## src/rtl/pc_sequencer_pkg.sv

```systemverilog
// Shared definitions for the PC sequencer: branch codes and FSM states.
package pc_sequencer_pkg;

  typedef enum logic [3:0] {
    Beq       = 4'd0,
    Bne       = 4'd1,
    Blt       = 4'd4,
    Bge       = 4'd5,
    Bltu      = 4'd6,
    Bgeu      = 4'd7,
    BJAL      = 4'd8,
    BJALR     = 4'd9,
    NOTBRANCH = 4'd15
  } branch_e;

  typedef enum logic [1:0] {
    PCS_BOOT = 2'd0,
    PCS_RUN  = 2'd1,
    PCS_TRAP = 2'd2
  } pcs_state_e;

  localparam int unsigned BRANCH_W = 4;

endpackage

```

## src/rtl/pc_sequencer_if.sv

```systemverilog
// Execute-stage / fetch-side signal bundle for the PC sequencer.
interface pc_sequencer_if #(
    parameter int unsigned XLEN = 32
);
    logic            ex_valid;
    logic [3:0]      info_branch;
    logic [XLEN-1:0] reg1;
    logic [XLEN-1:0] reg2;
    logic [XLEN-1:0] target;
    logic            stall;
    logic            trap_ack;
    logic [XLEN-1:0] pc;
    logic            pc_valid;
    logic            flush;
    logic            branch_taken;
    logic            misalign_trap;
    logic [XLEN-1:0] trap_addr;

    modport master (
        output ex_valid, info_branch, reg1, reg2, target, stall, trap_ack,
        input  pc, pc_valid, flush, branch_taken, misalign_trap, trap_addr
    );

    modport slave (
        input  ex_valid, info_branch, reg1, reg2, target, stall, trap_ack,
        output pc, pc_valid, flush, branch_taken, misalign_trap, trap_addr
    );
endinterface

```

## src/rtl/pc_sequencer_branch_cond.sv

```systemverilog
// Combinational branch-condition evaluator over full-width operands.
module branch_cond
    import pc_sequencer_pkg::*;
#(
    parameter int unsigned XLEN = 32
) (
    input  logic [3:0]      info_branch,
    input  logic [XLEN-1:0] reg1,
    input  logic [XLEN-1:0] reg2,
    output logic            taken
);

    always_comb begin
        taken = 1'b0;
        case (info_branch)
            Beq:     taken = (reg1 == reg2);
            Bne:     taken = (reg1 != reg2);
            Blt:     taken = ($signed(reg1) <  $signed(reg2));
            Bge:     taken = ($signed(reg1) >= $signed(reg2));
            Bltu:    taken = (reg1 <  reg2);
            Bgeu:    taken = (reg1 >= reg2);
            BJAL:    taken = 1'b1;
            BJALR:   taken = 1'b1;
            default: taken = 1'b0;
        endcase
    end

endmodule

```

## src/rtl/pc_sequencer.sv

```systemverilog
// Registered program counter: branch resolution, stall-held redirects and misaligned-target trap.
module pc_sequencer
    import pc_sequencer_pkg::*;
#(
    parameter int unsigned     XLEN         = 32,
    parameter logic [XLEN-1:0] RESET_VECTOR = 'h0000_0000,
    parameter logic [XLEN-1:0] TRAP_VECTOR  = 'h0000_0100,
    parameter int unsigned     INSN_BYTES   = 4,
    parameter int unsigned     ALIGN_BITS   = 2
) (
    input  logic           clk,
    input  logic           rst,
    pc_sequencer_if.slave  bus
);

    pcs_state_e      state;
    logic            pend_valid;
    logic [XLEN-1:0] pend_target;

    logic            taken;
    logic [XLEN-1:0] eff_target;
    logic            misaligned;
    logic            redirect;

    branch_cond #(
        .XLEN (XLEN)
    ) u_branch_cond (
        .info_branch (bus.info_branch),
        .reg1        (bus.reg1),
        .reg2        (bus.reg2),
        .taken       (taken)
    );

    always_comb begin
        eff_target = bus.target;
        if (bus.info_branch == BJALR) eff_target = {bus.target[XLEN-1:1], 1'b0};
        misaligned = taken && (|eff_target[ALIGN_BITS-1:0]);
        redirect   = bus.ex_valid && taken;
    end

    always_ff @(posedge clk or posedge rst) begin
        if (rst) begin
            state             <= PCS_BOOT;
            bus.pc            <= RESET_VECTOR;
            bus.pc_valid      <= 1'b0;
            bus.flush         <= 1'b0;
            bus.branch_taken  <= 1'b0;
            bus.misalign_trap <= 1'b0;
            bus.trap_addr     <= '0;
            pend_valid        <= 1'b0;
            pend_target       <= '0;
        end else begin
            bus.flush        <= 1'b0;
            bus.branch_taken <= 1'b0;
            case (state)
                PCS_BOOT: begin
                    state        <= PCS_RUN;
                    bus.pc_valid <= 1'b1;
                    bus.pc       <= RESET_VECTOR;
                end
                PCS_RUN: begin
                    // A held redirect owns the slot: anything arriving meanwhile is already flushed.
                    if (pend_valid) begin
                        if (!bus.stall) begin
                            bus.pc     <= pend_target;
                            pend_valid <= 1'b0;
                        end
                    end else if (redirect && misaligned) begin
                        state             <= PCS_TRAP;
                        bus.trap_addr     <= eff_target;
                        bus.misalign_trap <= 1'b1;
                        bus.pc_valid      <= 1'b0;
                        bus.pc            <= TRAP_VECTOR;
                        bus.flush         <= 1'b1;
                    end else if (redirect) begin
                        bus.flush        <= 1'b1;
                        bus.branch_taken <= 1'b1;
                        if (bus.stall) begin
                            pend_valid  <= 1'b1;
                            pend_target <= eff_target;
                        end else begin
                            bus.pc <= eff_target;
                        end
                    end else if (!bus.stall) begin
                        bus.pc <= bus.pc + XLEN'(INSN_BYTES);
                    end
                end
                PCS_TRAP: begin
                    if (bus.trap_ack) begin
                        state             <= PCS_RUN;
                        bus.pc_valid      <= 1'b1;
                        bus.misalign_trap <= 1'b0;
                    end
                end
                default: begin
                    state <= PCS_BOOT;
                end
            endcase
        end
    end

endmodule

```

## src/flat_wrapper.sv

```systemverilog
// flat-port wrapper written by rule: the top's interface ports become plain ports
module pc_sequencer_flat import pc_sequencer_pkg::*;
#(
    parameter int unsigned     XLEN         = 32,
    parameter logic [XLEN-1:0] RESET_VECTOR = 'h0000_0000,
    parameter logic [XLEN-1:0] TRAP_VECTOR  = 'h0000_0100,
    parameter int unsigned     INSN_BYTES   = 4,
    parameter int unsigned     ALIGN_BITS   = 2
)
  (clk, rst, bus_ex_valid, bus_info_branch, bus_reg1, bus_reg2, bus_target, bus_stall, bus_trap_ack, bus_pc, bus_pc_valid, bus_flush, bus_branch_taken, bus_misalign_trap, bus_trap_addr);
  pc_sequencer_if #(.XLEN(XLEN)) bus_i ();
  input  logic clk;
  input  logic rst;
  input wire logic [$bits(bus_i.ex_valid)-1:0] bus_ex_valid;
  input wire logic [$bits(bus_i.info_branch)-1:0] bus_info_branch;
  input wire logic [$bits(bus_i.reg1)-1:0] bus_reg1;
  input wire logic [$bits(bus_i.reg2)-1:0] bus_reg2;
  input wire logic [$bits(bus_i.target)-1:0] bus_target;
  input wire logic [$bits(bus_i.stall)-1:0] bus_stall;
  input wire logic [$bits(bus_i.trap_ack)-1:0] bus_trap_ack;
  output wire logic [$bits(bus_i.pc)-1:0] bus_pc;
  output wire logic [$bits(bus_i.pc_valid)-1:0] bus_pc_valid;
  output wire logic [$bits(bus_i.flush)-1:0] bus_flush;
  output wire logic [$bits(bus_i.branch_taken)-1:0] bus_branch_taken;
  output wire logic [$bits(bus_i.misalign_trap)-1:0] bus_misalign_trap;
  output wire logic [$bits(bus_i.trap_addr)-1:0] bus_trap_addr;
  assign bus_i.ex_valid = bus_ex_valid;
  assign bus_i.info_branch = bus_info_branch;
  assign bus_i.reg1 = bus_reg1;
  assign bus_i.reg2 = bus_reg2;
  assign bus_i.target = bus_target;
  assign bus_i.stall = bus_stall;
  assign bus_i.trap_ack = bus_trap_ack;
  assign bus_pc = bus_i.pc;
  assign bus_pc_valid = bus_i.pc_valid;
  assign bus_flush = bus_i.flush;
  assign bus_branch_taken = bus_i.branch_taken;
  assign bus_misalign_trap = bus_i.misalign_trap;
  assign bus_trap_addr = bus_i.trap_addr;
  pc_sequencer #(.XLEN(XLEN), .RESET_VECTOR(RESET_VECTOR), .TRAP_VECTOR(TRAP_VECTOR), .INSN_BYTES(INSN_BYTES), .ALIGN_BITS(ALIGN_BITS)) u_core (.clk(clk), .rst(rst), .bus(bus_i));
endmodule
```

## config.mk

```make
export PLATFORM = sky130hd
export DESIGN_NAME = pc_sequencer_flat
export DESIGN_NICKNAME = d
export VERILOG_FILES = /design/src/rtl/pc_sequencer_pkg.sv /design/src/rtl/pc_sequencer_if.sv /design/src/rtl/pc_sequencer_branch_cond.sv /design/src/rtl/pc_sequencer.sv /design/src/flat_wrapper.sv
export SDC_FILE = /design/constraint.sdc
export NUM_CORES = 1
export LEC_CHECK = 0
export ABC_AREA = 1
export CAP_MARGIN = 20
export CORE_MARGIN = 2
export CORE_UTILIZATION = 50
export CTS_CLUSTER_DIAMETER = 100
export DETAILED_ROUTE_END_ITERATION = 7
export GPL_TIMING_DRIVEN = 0
export PLACE_DENSITY = 0.82
export SYNTH_ARGS = -nofsm -noshare
export SYNTH_HDL_FRONTEND = slang
export SYNTH_SLANG_ARGS = --single-unit
```

## constraint.sdc

```tcl
create_clock -name clk -period 8.7 [get_ports clk]
set_clock_uncertainty 0.05 [all_clocks]
set_input_delay 2.61 -clock clk [delete_from_list [all_inputs] [get_ports clk]]
set_output_delay 2.61 -clock clk [all_outputs]
set_load 0.1 [all_outputs]
```

After elaboration in Yosys (flattened, before gate mapping)
Index checks and enable logic that the tools add are counted.
- muxes and demuxes: 32
- order comparisons: 4
- $add $sub $neg: 1
- div/mod/pow operators: 0
- equality and inequality tests: 16
- bitwise operators: 2
- reduce and logical (&&, ||, !) cells: 16
- multiply operators: 0
- shifts and indexed selects: 0
- operators by type and width (cell ; number):
    $mux W32 ; 6
    $ge A32 B32 Y1 ; 2
    $lt A32 B32 Y1 ; 2
    $pmux W32 S2 ; 1
    $add A32 B3 Y32 const B ; 1
    $eq A32 B32 Y1 ; 1
    $ne A32 B32 Y1 ; 1
    $mux W1 ; 18
    $eq A4 B3 Y1 const B ; 4
    $reduce_and A3 Y1 ; 3
    $eq A4 B4 Y1 const B ; 2
    $reduce_and A4 Y1 ; 2
    $pmux W1 S7 ; 1
    $mux W2 ; 3
    $pmux W2 S3 ; 1
    $reduce_and A5 Y1 ; 1
    $eq A4 B1 Y1 const B ; 1
    $logic_not A4 Y1 ; 1
    $ne A2 B2 Y1 const B ; 2
    $reduce_bool A2 Y1 ; 2
    $reduce_or A2 Y1 ; 2
    $logic_and A1 B1 Y1 ; 3
    $ne A3 B2 Y1 const B ; 1
    $ne A3 B3 Y1 const B ; 1
    8 further kinds ; 9
- bits in writable memories: 0
- bits in latches: 0
- bits of input ports: 105
- word-level logic and storage cells: 80
- register bits: 103
- output and inout bits: 68
- memories: 0
- ROM bits: 0

Logic depth before layout (Yosys ltp)
- depth after elaboration: 8
- depth in mapped cells: 25
- depth with buffers taken out: 24

Modules after synthesis
A second synthesis with hierarchy kept.
- cells, all modules: 948
- area total of the unflattened synthesis: 6507.5 um2
- modules (own cells, without submodules) (module ; area an instance (um2) ; cells each ; instances ; seq. area each (um2)):
    pc_sequencer ; 5500.3 ; 778 ; 1 ; 2577.5
    branch_cond ; 1007.2 ; 170 ; 1 ; 0.0

Worst setup path after synthesis
Ideal clock, no wire load.
- kind: input to register
- start point: input bus_reg2[31]
- end point: register u_core.bus.pc[29]
- slack: 4.137 ns
- stages on the path: 19
- data required time: 8.537 ns
- setup time: 0.113 ns
- buffers on the path: 2
- data arrival time: 4.401 ns
- path through: inv_1 > ha_1 > nand2_2 > nor2_4 > nand2_2 > nor3_4 > nand2_2 > a21oi_2 > nand2_1 > nor2_2 > nand3_2 > buf_6 > nand3_2 > nand2_1 > nand2_2 > buf_6 > nand2_1 > nand2_1 > inv_1
- word-level cells in the longest chain between the ends: 7
- elaborated cells between the ends (all ways): 16
- classes of those cells: order compare (4); eq/ne (3); mux (5); reduce/logical (4)
- RTL lines (what ; line ; RTL):
    from (decl) ; flat_wrapper.sv:17 ; input wire logic [$bits(bus_i.reg2)-1:0] bus_reg2;
    $ge A32 B32 Y1 (tied with other cells) ; pc_sequencer_branch_cond.sv:21 ; Bgeu: taken = (reg1 >= reg2);
    $pmux W1 S7 * ; pc_sequencer_branch_cond.sv:15 ; case (info_branch)
    $logic_and A1 B1 Y1 (on tied branches) ; pc_sequencer.sv:38, pc_sequencer.sv:37 ;
    $mux W32 / $logic_and A1 B1 Y1 (equally long branches) ; pc_sequencer.sv:75, pc_sequencer.sv:68 ;
    $mux W32 ; pc_sequencer.sv:68 ; end else if (redirect && misaligned) begin
    $mux W32 ; pc_sequencer.sv:63 ; if (pend_valid) begin
    $pmux W32 S2 ; pc_sequencer.sv:55 ; case (state)
    to (signal assigned) ; pc_sequencer.sv:65 ; bus.pc <= pend_target;
    to (signal assigned) ; pc_sequencer.sv:82 ; bus.pc <= eff_target;
    to (signal assigned) ; pc_sequencer.sv:85 ; bus.pc <= bus.pc + XLEN'(INSN_BYTES);
    to (decl) ; pc_sequencer_if.sv:26 ; output pc, pc_valid, flush, branch_taken, misalign_trap, trap_addr
Mark *: on every way between the ends. The rest lies on a longest branch, timed or not.
A chain may end at the register's enable or synchronous reset.

Worst setup path after layout
- start point: input bus_reg2[7]
- end point: register u_core.pend_target[31]
- word-level cells in the longest chain between the ends: 6
- elaborated cells between the ends (all ways): 12
- classes of those cells: order compare (4); eq/ne (2); mux (1); bitwise (1); reduce/logical (4)
- RTL lines (what ; line ; RTL):
    $ge A32 B32 Y1 (tied with other cells) ; pc_sequencer_branch_cond.sv:21 ;
    $pmux W1 S7 * ; pc_sequencer_branch_cond.sv:15 ;
    $logic_and A1 B1 Y1 (on tied branches) ; pc_sequencer.sv:38, pc_sequencer.sv:37 ;
    $logic_and A1 B1 Y1 ; pc_sequencer.sv:68 ;
    $not A1 Y1 (no source line) ; -- ;
    $reduce_and A5 Y1 (no source line) * ; -- ;
    to (signal assigned) ; pc_sequencer.sv:80 ; pend_target <= eff_target;
    to (decl) ; pc_sequencer.sv:18 ; logic [XLEN-1:0] pend_target;
Marks and branches as above.

==> impl_metrics.tcl <==
set metrics [dict create \
    status "completed" \
    cp-end-kind "register" \
    synthesis.nets 1033 \
    yosysTopAreaCell "dfrtp_1" \
    synth_cell_types 36 \
    syn_to_final_growth_pct 35.4 \
    drive_gt1_share_pct 6.73 \
    cts_htree_levels 3 \
    ys_async_sr_fraction_pct 100 \
    cts_num_sinks 103 \
    fp.dieH_um 117 \
    antenna_found_initial 0 \
    postCtsHoldBufs 0 \
    first_global_vias 6046 \
    hold_viol_final 0 \
    wl_mm 17.6 \
    ys_seq_area_share_pct 40.2 \
    comb_power_share_pct 60.5 \
    wl_per_cell_um 14.0 \
    setup_slack_ps 3530 \
    vias 6386 \
    grt_pass1_wl_mm 29.5 \
    vias_per_cell 5.08 \
    grt_max_degree 54 \
    synth.top_cell.area_share_pct 40.2 \
    crit_type "in2reg" \
    ioPinCount 173 \
    switchingPower_mw 1.81 \
    drc 0 \
    diodes 0 \
    drt-initial-drc-count 641 \
    startpoint_type "input pin" \
    initial_core_util_pct 51.0 \
    worstSkewPairLatency_ps 360 \
    coreArea_um2 12600 \
    ctsResizeCount 0 \
    synth.avg_cell_area_um2 7.16 \
    clockBufferDepth 2 \
    mostFrequentLayoutCells "nand2_1 (234), clkdlybuf4s50_1 (172), nor2_1 (130), inv_1 (123), dfrtp_1 (103)" \
    final_common_cell "nand2_1" \
    synth_ff_type "dfrtp_1" \
    die_x_um 117 \
    synthTopCellsByArea "dfrtp_1 (40%), nand2_1 (14%), nor2_1 (7.6%)" \
    rsz0062_at_grt "false" \
    finalCriticalPeriod_ps 5170 \
    syn_inst 895 \
    maxCapViolations 0 \
    clockPowerShare_pct 13.2 \
    gp_congestion 0.864 \
    hp-class "reg2reg" \
    post-cts-setup-buffers 0 \
    post-route-cell-area_um2 8680 \
    placed_area_um2 8370 \
    path_max_fanout 10 \
    pwr-share-seq_pct 26.3 \
    fin_cells 1256 \
    netlist_area_um2 6410 \
    maxSlewViolCount 0 \
    fin_crit_sh_pct 59.4 \
    root_buffer "clkbuf_16" \
    cts_buffers 9 \
    die_area_um2 13700 \
    dp_cells 1240 \
    p_sw_share_pct 56.7 \
    finalSetupViolCount 0 \
    drt-pass1-iter-count 5 \
    p_per_area_nw_per_um2 368 \
    grt.total_usage_pct 27.4 \
    setup_tns_ps 0 \
    p_leak_nw 4.36 \
    clk_pin_slew_ps 70 \
    dpl.hpwl_mm 13.5 \
    fmax_mhz 194 \
    cts_tree "yes" \
    layout.nets 1217 \
    cp.required_ps 8940 \
    synth_edf_count 0 \
    grt.overflow.total 0 \
    worst_pin_slew_ps 1030 \
    final_core_util_pct 69.0 \
    crit_arrival_ps 5400 \
    rows 41 \
    r2r_setup_slack_ps 5840 \
    antenna_left 0 \
    synth-seq-cells 103 \
    internal_power_mw 1.38 \
    slew_headroom_pct 31.4 \
    place.port_buffers 172 \
    post-place-ws_ps 3170 \
    ys.warnings.count 0 \
    ir_worst_vdd_mv 0.214 \
]
## worst paths after layout
| check | cells after the start | start | to |
|---|---|---|---|
| max | 18 | bus_reg2[7] | u_core.pend_target[31] |
| min | 2 | u_core.bus.pc_valid | u_core.bus.pc_valid |
| max reg2reg | 9 | u_core.state[1] | u_core.bus.pc[27] |
| min reg2reg | 2 | u_core.bus.pc_valid | u_core.bus.pc_valid |
| max in group asynchronous | 3 | rst | u_core.pend_target[26] |
| min in group asynchronous | 2 | rst | u_core.bus.trap_addr[6] |
## critical path, stage by stage
cell and delay (ps):
clkdlybuf4s50_1 460, inv_1 40, ha_1 280, nand2_1 80, nor2_1 150, nand4_1 90, nor2_1 210, nand2_2 110
a21oi_2 130, nand2_1 70, nor2_2 110, nand3_2 130, nand3_1 230, inv_2 110, nand3_2 150, buf_2 280
nand2_1 80, o21ai_1 80
## state kept, by name, indices dropped and copies added, names as in the netlist
register and cells:
u_core.bus.branch_taken 1, u_core.bus.pc 32, u_core.pend_valid 1, u_core.bus.trap_addr 32, u_core.bus.pc_valid 1, u_core.bus.misalign_trap 1
u_core.state 2, u_core.bus.flush 1, u_core.pend_target 32
## cell families (layout without fill, tap and decap cells)
| group | count (synthesis) | count (layout) | share of synthesized area (%) |
|---|---|---|---|
| AO/OA/AOI/OAI | 139 | 139 | 12.0 |
| buffers and inverters | 160 | 349 | 10.2 |
| adder cells (fa/ha/maj) | 33 | 33 | 6.44 |
| XOR/XNOR | 8 | 8 | 1.09 |
| flip-flops | 103 | 103 | 40.2 |
| AND/OR/NAND/NOR | 452 | 452 | 30.0 |
## power groups by stage
stage               logic [mW]  clock network [mW]  registers, mW
detailed placement        1.93                   0          0.840
CTS                       1.93               0.426          0.834
global placement          1.91                   0          0.835
global route              2.06               0.443          0.861
floorplan                0.487                   0           1.79
finish                    1.93               0.421          0.839
## cell usage after synthesis (5+ instances only)
cell type	n
nand2_2	7
nor2_1	130
o21ai_0	13
nand3_2	5
ha_1	33
o21ai_1	67
nand2_1	234
a21boi_1	8
dfrtp_1	103
nor3_1	17
a21boi_0	9
a21oi_1	31
inv_1	124
buf_2	23
nand4_1	17
xor2_1	5
clkbuf_1	5
nand3_1	28
## area by class of cell
cell class              instances  area (um^2)
inverters                     126          475
clock inverters                 7         77.6
multi-input cells             632         3170
fillers                      1094         3890
clock buffers                   9          225
plain buffers                  34          183
repair buffers                173         1750
flip-flops and latches        103         2580
well taps                     172          215
## layer usage
metal	global-route usage (%)	part of all wire (%)	up-vias
li1	-	-	3198
met1	37.0	43	2924
met2	46.3	49	231
met3	4.63	7.1	33
met4	6.59	1.6	0
met5	0	0	-
## per-stage QoR
| stage | power (mW) | hold WS, ps |
|---|---|---|
| floorplan | 2.27 | 409 |
| global placement | 2.74 | 407 |
| detailed placement | 2.77 | 415 |
| CTS | 3.19 | 445 |
| global route | 3.36 | 459 |
| finish | 3.19 | 441 |
Power figures use the tool's default switching activity.
